$ cat config.mk
export PLATFORM = sky130hd
export DESIGN_NAME = sort_loader
export DESIGN_NICKNAME = d
export VERILOG_FILES = /design/src/rtl/sort_loader.sv
export SDC_FILE = /design/constraint.sdc
export NUM_CORES = 1
export LEC_CHECK = 0
export BUFFER_PORTS_ARGS = -buffer_cell sky130_fd_sc_hd__buf_2
export CORE_ASPECT_RATIO = 1.75
export CORE_MARGIN = 8
export CORE_UTILIZATION = 30
export DETAILED_ROUTE_END_ITERATION = 16
export PLACE_DENSITY_LB_ADDON = 0.25
export SYNTH_ARGS = -nofsm -noshare
export SYNTH_HDL_FRONTEND = slang
export SYNTH_SLANG_ARGS = --single-unit
$ cat constraint.sdc
create_clock -name clk -period 1.5 [get_ports clk]
set_input_delay 0.3 -clock clk [delete_from_list [all_inputs] [get_ports clk]]
set_output_delay 0.3 -clock clk [all_outputs]
set_load 0.1 [all_outputs]
$ cat src/rtl/sort_loader.sv
// sort_loader: serial-to-parallel front end for the six-input sorter.
// Collects six WIDTH-bit words (valid/ready) into slots a..f, then holds
// the frame with out_valid until out_ready releases it.
// Optional: define SORT_LOADER_FLUSH_EN to add a flush input that pads the
// unfilled slots with all-ones and completes a partial frame early.

module sort_loader_slot #(
  parameter int WIDTH = 32
) (
  input  logic             clk,
  input  logic             rst,
  input  logic             wr,
  input  logic [WIDTH-1:0] din,
  output logic [WIDTH-1:0] q
);
  // One frame slot: cleared on reset, loaded on write, otherwise holds.
  always_ff @(posedge clk) begin
    if (rst)     q <= '0;
    else if (wr) q <= din;
  end
endmodule

module sort_loader #(
  parameter int WIDTH = 32
) (
  input  logic             clk,
  input  logic             rst,
  input  logic [WIDTH-1:0] in_data,
  input  logic             in_valid,
  output logic             in_ready,
  output logic [WIDTH-1:0] a,
  output logic [WIDTH-1:0] b,
  output logic [WIDTH-1:0] c,
  output logic [WIDTH-1:0] d,
  output logic [WIDTH-1:0] e,
  output logic [WIDTH-1:0] f,
  output logic             out_valid,
  input  logic             out_ready,
`ifdef SORT_LOADER_FLUSH_EN
  input  logic             flush,
`endif
  output logic [2:0]       count
);
  localparam int NUM_SLOTS = 6;

  typedef enum logic {FILL, FULL} state_t;

  state_t state, state_nxt;
  logic [2:0] count_nxt;
  logic       accept;
  logic       flush_go;

  logic [NUM_SLOTS-1:0]            wr_en;
  logic [NUM_SLOTS-1:0][WIDTH-1:0] wr_data;
  logic [NUM_SLOTS-1:0][WIDTH-1:0] slot_q;

  assign in_ready  = (state == FILL);
  assign out_valid = (state == FULL);
  assign accept    = in_valid && in_ready;

`ifdef SORT_LOADER_FLUSH_EN
  // Flush only counts on a started frame; an empty frame or a held one ignores it.
  assign flush_go = flush && (state == FILL) && (count != 3'd0);
`else
  assign flush_go = 1'b0;
`endif

  // State and word-count registers.
  always_ff @(posedge clk) begin
    if (rst) begin
      state <= FILL;
      count <= 3'd0;
    end else begin
      state <= state_nxt;
      count <= count_nxt;
    end
  end

  // Next state: fill until the sixth word (or flush), hold until released.
  always_comb begin
    state_nxt = state;
    count_nxt = count;
    case (state)
      FILL: begin
        if (accept) count_nxt = count + 3'd1;
        if (flush_go) count_nxt = 3'd6;
        if ((accept && count == 3'd5) || flush_go) state_nxt = FULL;
      end
      FULL: begin
        if (out_ready) begin
          state_nxt = FILL;
          count_nxt = 3'd0;
        end
      end
      default: begin
        state_nxt = FILL;
        count_nxt = 3'd0;
      end
    endcase
  end

  // Slot write decode: the accepted word lands in slot[count]; on flush every
  // slot past the accepted word gets the all-ones pad so it sorts last.
  always_comb begin
    for (int i = 0; i < NUM_SLOTS; i++) begin
      wr_en[i]   = 1'b0;
      wr_data[i] = in_data;
      if (accept && count == 3'(i)) begin
        wr_en[i] = 1'b1;
      end else if (flush_go && 3'(i) >= count) begin
        wr_en[i]   = 1'b1;
        wr_data[i] = '1;
      end
    end
  end

  for (genvar g = 0; g < NUM_SLOTS; g++) begin : g_slot
    sort_loader_slot #(.WIDTH(WIDTH)) u_slot (
      .clk (clk),
      .rst (rst),
      .wr  (wr_en[g]),
      .din (wr_data[g]),
      .q   (slot_q[g])
    );
  end

  assign a = slot_q[0];
  assign b = slot_q[1];
  assign c = slot_q[2];
  assign d = slot_q[3];
  assign e = slot_q[4];
  assign f = slot_q[5];
endmodule

==> flow_metrics.py, run 1 <==
metrics = {
    "pwr": {
        "leakagePower_nw": 3.90,
        "vdd.ir_drop.worst_uv": 745,
        "power_mw": 11.8,
        "power_density_nw_per_um2": 1210,
    },
    "floorplan": {
        "die_y_um": 219,
        "die_area_um2": 28800,
        "core_um2": 23200,
        "fp-row-count": 74,
        "initial_core_util": 0.303,
        "die_x_um": 132,
        "ios": 233,
    },
    "critical_path": {
        "required_ns": 1.20,
        "start_kind": "register",
        "crit_path_max_fanout": 2,
        "crit_family": "flip-flops",
        "crit_slowest_cell": "dfxtp_1",
        "critPathBufInv": 1,
        "crit_chain": "buf_4",
        "cp.arrival_ns": 1.15,
        "max_stage_delay_ns": 0.40,
        "cp-end-kind": "primary output",
        "worst-setup-path-type": "register to primary output",
    },
    "logic_synthesis": {
        "synth_cell_types": 22,
        "synth_nets": 916,
        "synth.avg_cell_area_um2": 8.04,
        "syn-instance-count": 875,
        "yosys.area.top_type": "dfxtp_1",
        "yosysMostFrequentCell": "nand2_1",
        "ys.flop_type": "dfxtp_1",
        "synth_seq_area_share": 0.558,
        "synthTopCellsByCount": "384 x nand2_1, 196 x dfxtp_1, 193 x a21oi_1",
        "synth-edff-count": 0,
        "syn_area_um2": 7040,
        "yosys_register_bits": 196,
        "synth_area_leaders": "dfxtp_1 56%, nand2_1 20%, a21oi_1 14%",
        "async_flop_share": 0,
        "yosys.area.top_type_share": 0.558,
        "yosysWarnings": 0,
    },
    "clock_network": {
        "numCtsBuffers": 17,
        "clk_latency_ns": 0.43,
        "cts_max_path_buffers": 2,
        "root_buffer": "clkbuf_16",
        "htreeDepth": 4,
        "path_clk_slew_ns": 0.07,
        "cts_tree": "built",
        "numClockSinks": 196,
        "hold_buffers": 0,
    },
    "finish": {
        "final_util": 0.420,
        "seq_area_um2": 3940,
        "multi_input_area_um2": 2690,
        "drive_gt1_frac": 0.287,
        "area_growth_pct": 38.7,
        "fin_nets": 1129,
        "fillers": 2434,
        "n_antenna_cell": 0,
    },
    "grt": {
        "first_global_vias": 6272,
        "antenna_found_initial": 2,
        "grt_overflow": 0,
        "grt_pass1_wl_um": 38300,
        "grt_usage": 0.173,
        "grt_max_degree": 63,
    },
    "timing": {
        "maxClockFrequency_mhz": 691,
        "setup_violations": 0,
        "hold_violations": 0,
        "relSlewSlack": 0.825,
        "timing.final.crit_share": 0.965,
        "worst_pin_slew_ns": 0.256,
        "maxSlewViolCount": 0,
        "period_minus_slack_ns": 1.45,
        "skew_ns": 0.00746,
        "rsz0062_at_grt": "yes",
    },
    "placed_design": {
        "hpwl_um": 18100,
        "gp_congestion": 0.776,
        "port_buffers": 232,
    },
    "detailed_routing": {
        "drcViolationCount": 0,
        "detail-route-antenna-nets": 0,
        "topRoutingLayerUsed": "met5",
        "dr.first_iter.drc_count": 381,
        "met3_wirelength_um": 1620,
        "wl_per_cell_um": 18.0,
        "drt-met1-wl_um": 9710,
        "wl_met2_um": 13200,
        "routed_via_density": 4.62,
        "drt-total-wl_um": 25200,
        "dr.pass1.iters": 4,
        "vias": 6492,
    },
    "min_path": {
        "hp-class": "primary input to register",
    },
    "run_status": {
        "outcome": "completed",
    },
    "job": {
        "drv_cap": 0,
    },
}
[area by class of cell]
| type | count | area share |
|---|---|---|
| Clock buffer | 23 | 0.0500 |
| Clock inverter | 9 | 0.00974 |
| Inverter | 5 | 0.00231 |
| Multi-Input combinational cell | 604 | 0.276 |
| Sequential cell | 196 | 0.404 |
| Tap cell | 304 | 0.0390 |
| Timing Repair Buffer | 264 | 0.220 |
[power breakdown]
group	leakage (nW)	switching, mW	internal (mW)
clock network	0.284	2.04	2.49
registers	1.59	0.0847	5.33
logic	2.03	1.46	0.393
[layout by cell type (no fill, tap or decap), types with 2 or more instances in the layout]
master,n
clkbuf_16,17
nand4bb_2,3
clkbuf_1,2
clkbuf_8,4
and4b_2,2
a22oi_1,2
nand2_1,384
buf_2,34
inv_2,3
buf_4,208
clkinv_4,4
nor2_1,4
a21oi_1,192
inv_6,2
and4bb_2,3
buf_12,19
dfxtp_1,192
dfxtp_4,4
clkinvlp_4,2
ha_2,4
buf_6,3
[kinds of logic after synthesis]
logic type | synth area share
DFF | 0.558
AOI/OAI and AO/OA | 0.139
muxes | 0.00142
adders and majority gates | 0.00889
buffers and inverters | 0.0645
and+or+nand+nor | 0.228
[through the flow]
step | cells | cell area, µm² | setup slack, ns | TNS (ns) | hold slack (ns)
2_1_floorplan | 875 | 7100 | -0.0101 | -0.302 | 0.436
3_3_place_gp | 1370 | 8670 | 0.0760 | 0 | 0.440
3_5_place_dp | 1370 | 8670 | 0.0638 | 0 | 0.443
4_1_cts | 1405 | 9750 | 0.0224 | 0 | 0.121
5_1_grt | 1405 | 9760 | -0.0133 | -0.0364 | 0.154
6_report | 1405 | 9760 | 0.0518 | 0 | 0.149
[registers in the layout (all words and copies together) (netlist names)]
| register | flops |
|---|---|
| out_valid | 1 |
| g_slot.u_slot.q | 192 |
| count | 3 |
[tightest hold or removal path, cell delays in order]
cell and delay (ns):
buf_2 0.09, nand2b_1 0.09, a21oi_1 0.05
[metal layers]
layer | GRT usage | vias up
li1 | - | 3233
met1 | 0.183 | 3031
met2 | 0.313 | 192
met3 | 0.0526 | 32
met4 | 0.0720 | 4
met5 | 0 | -
[path summary, 6_finish.rpt]
kind                          startpoint                endpoint  slack [ns]  cells after the start
setup / recovery   g_slot[1].u_slot.q[0]                    b[0]        0.05                      1
hold / removal                 out_ready               out_valid        0.15                      3
setup reg to reg                count[0]  g_slot[0].u_slot.q[24]        0.07                      6
hold reg to reg   g_slot[4].u_slot.q[21]  g_slot[4].u_slot.q[21]        0.45                      2
[timing repair]
item	CTS	global route
endpoints found under the setup margin	191	27
endpoints found under the hold margin	0	0
setup buffers	3	0
resized for setup	190	3
Power figures use the tool's default switching activity.
==> run 2, diff against run 1 <==
CORE_UTILIZATION = 50   (was 30)
==> run 2 against run 1 <==
Compared with the run above:
- maximum frequency decreased by 0.80%
- utilization increased by 27 points
- non-clock buffer count decreased by 1
- critical endpoint is now g_slot[0].u_slot.q[7]
- critical path type is now register to register
- count of clock-buffer cells in the layout decreased by 4
- clock power about the same
- sequential cell count unchanged
- largest power group unchanged
- global-route usage increased by 6.8 points
- cell area decreased by 1.6%
- worst hold slack got worse by 0.0030 ns
- register-to-register slack got worse by 0.03 ns
- highest routed layer is now met4
- sequential power about the same
- first-iteration DRC count decreased by 21%
==> flow_metrics.py, run 2 (synthesis results as in run 1) <==
metrics = {
    "run_status": {
        "outcome": "completed",
    },
    "floorplan": {
        "core_um2": 13800,
        "die_area_um2": 18300,
        "initial_core_util": 0.509,
        "die_y_um": 173,
        "ios": 233,
        "die_x_um": 106,
        "fp-row-count": 57,
    },
    "grt": {
        "grt_overflow": 0,
        "grt_max_degree": 45,
        "grt_usage": 0.241,
        "grt_pass1_wl_um": 35200,
        "antenna_found_initial": 0,
        "first_global_vias": 6435,
    },
    "pwr": {
        "leakagePower_nw": 3.88,
        "power_density_nw_per_um2": 1230,
        "vdd.ir_drop.worst_uv": 862,
    },
    "critical_path": {
        "path_depth": 6,
        "crit_family": "simple AND/OR/NAND/NOR gates",
        "cp-endpoint": "g_slot[0].u_slot.q[7]",
        "required_ns": 1.85,
        "worst-setup-path-type": "register to register",
        "crit_path_max_fanout": 19,
        "crit_slowest_cell": "dfxtp_4",
        "start_kind": "register",
        "critPathBufInv": 2,
        "crit_chain": "inv_2, ha_2, and4bb_2, buf_12, nand2_1, a21oi_1",
        "cp.arrival_ns": 1.81,
        "r2r_start": "count[0]",
        "max_stage_delay_ns": 0.37,
        "cp-end-kind": "register",
        "r2r-end": "g_slot[0].u_slot.q[7]",
        "r2r_cells": 6,
        "rrSetupSlack_ns": 0.04,
        "crit_start": "count[0]",
    },
    "finish": {
        "top_register": "g_slot.u_slot.q",
        "fin_nets": 1128,
        "largest_reg_flops": 192,
        "drive_gt1_frac": 0.284,
        "n_antenna_cell": 0,
        "final_common_cell": "nand2_1",
        "finalNonFillerCells": 1277,
        "layout_common_cells": "384 x nand2_1, 192 x a21oi_1, 192 x dfxtp_1, 147 x buf_4, 58 x clkbuf_4",
        "area_growth_pct": 36.4,
    },
    "min_path": {
        "hp-class": "primary input to register",
    },
    "timing": {
        "period_minus_slack_ns": 1.46,
        "timing.final.crit_share": 0.973,
        "maxClockFrequency_mhz": 685,
        "skew_ns": 0.0126,
        "finalSetupTns_ns": 0,
        "hold_violations": 0,
        "rsz0062_at_grt": "yes",
        "setup_violations": 0,
        "worst_hold_slack_ns": 0.146,
        "worst_pin_slew_ns": 0.300,
        "maxSlewViolCount": 0,
        "relSlewSlack": 0.794,
    },
    "clock_network": {
        "hold_buffers": 0,
        "cts_max_path_buffers": 2,
        "path_clk_slew_ns": 0.07,
        "root_buffer": "clkbuf_16",
        "numClockSinks": 196,
        "numCtsBuffers": 17,
        "htreeDepth": 4,
        "cts_tree": "built",
        "clk_latency_ns": 0.44,
    },
    "detailed_routing": {
        "drcViolationCount": 0,
        "routed_via_density": 5.19,
        "detail-route-antenna-nets": 0,
        "vias": 6622,
        "wl_per_cell_um": 17.6,
        "dr.first_iter.drc_count": 301,
        "drt-total-wl_um": 22400,
        "dr.pass1.iters": 4,
    },
    "placed_design": {
        "hpwl_um": 15900,
        "dp_cells": 1243,
        "port_buffers": 232,
        "gp_congestion": 0.811,
    },
    "job": {
        "drv_cap": 0,
    },
}
==> run 2: area by class of cell <==
type | instances | area [µm²]
Tap cell | 177 | 221
Sequential cell | 196 | 3940
Inverter | 5 | 22.5
Multi-Input combinational cell | 604 | 2690
Clock buffer | 19 | 433
Clock inverter | 13 | 156
Timing Repair Buffer | 263 | 2140
Fill cell | 1150 | 4240
==> run 2: how the worst min path moves through the flow <==
stage                                         to                    from  slack, ns  cells after the start
after floorplan            g_slot[0].u_slot.q[6]              in_data[6]       0.44                      2
after global placement    g_slot[0].u_slot.q[12]  g_slot[0].u_slot.q[12]       0.44                      2
after detailed placement   g_slot[0].u_slot.q[6]   g_slot[0].u_slot.q[6]       0.44                      2
after CTS                              out_valid               out_ready       0.14                      3
after global routing      g_slot[4].u_slot.q[10]             in_data[10]       0.16                      3
final                                  out_valid               out_ready       0.15                      3
==> run 2: through the flow <==
stage	worst slack, ns	cell area [µm²]	utilization	total power, mW
floorplan	-0.0101	7100	-	6.84
global placement	0.0998	8480	0.613	7.26
detailed placement	0.0520	8480	0.613	7.27
CTS	0.000141	9420	0.681	11.8
global route	-0.0364	9600	0.694	12.1
finish	0.0401	9600	0.694	11.8
==> run 2: worst register-to-register path, stage by stage (launching register included) <==
cell and delay (ns):
dfxtp_4 0.37, inv_2 0.08, ha_2 0.21, and4bb_2 0.31, buf_12 0.17, nand2_1 0.08
a21oi_1 0.17
==> run 2: where the power goes <==
group,internal (mW),switching [mW]
Sequential,5.33,0.0790
Clock,2.39,2.15
Combinational,0.388,1.45
Total,8.11,3.68
==> run 2: repair_timing <==
item | CTS | global route
gates resized for setup | 135 | 69
gates cloned | 0 | 0
setup endpoints to repair | 136 | 103
setup buffers | 2 | 0
==> run 2: metal layers <==
| layer | wire, µm | global-route usage | vias to the layer above |
|---|---|---|---|
| met5 | 0 | 0 | - |
| met4 | 855 | 0.110 | 0 |
| met3 | 1660 | 0.0752 | 47 |
| met2 | 12000 | 0.432 | 240 |
| met1 | 7960 | 0.245 | 3093 |
| li1 | - | - | 3242 |
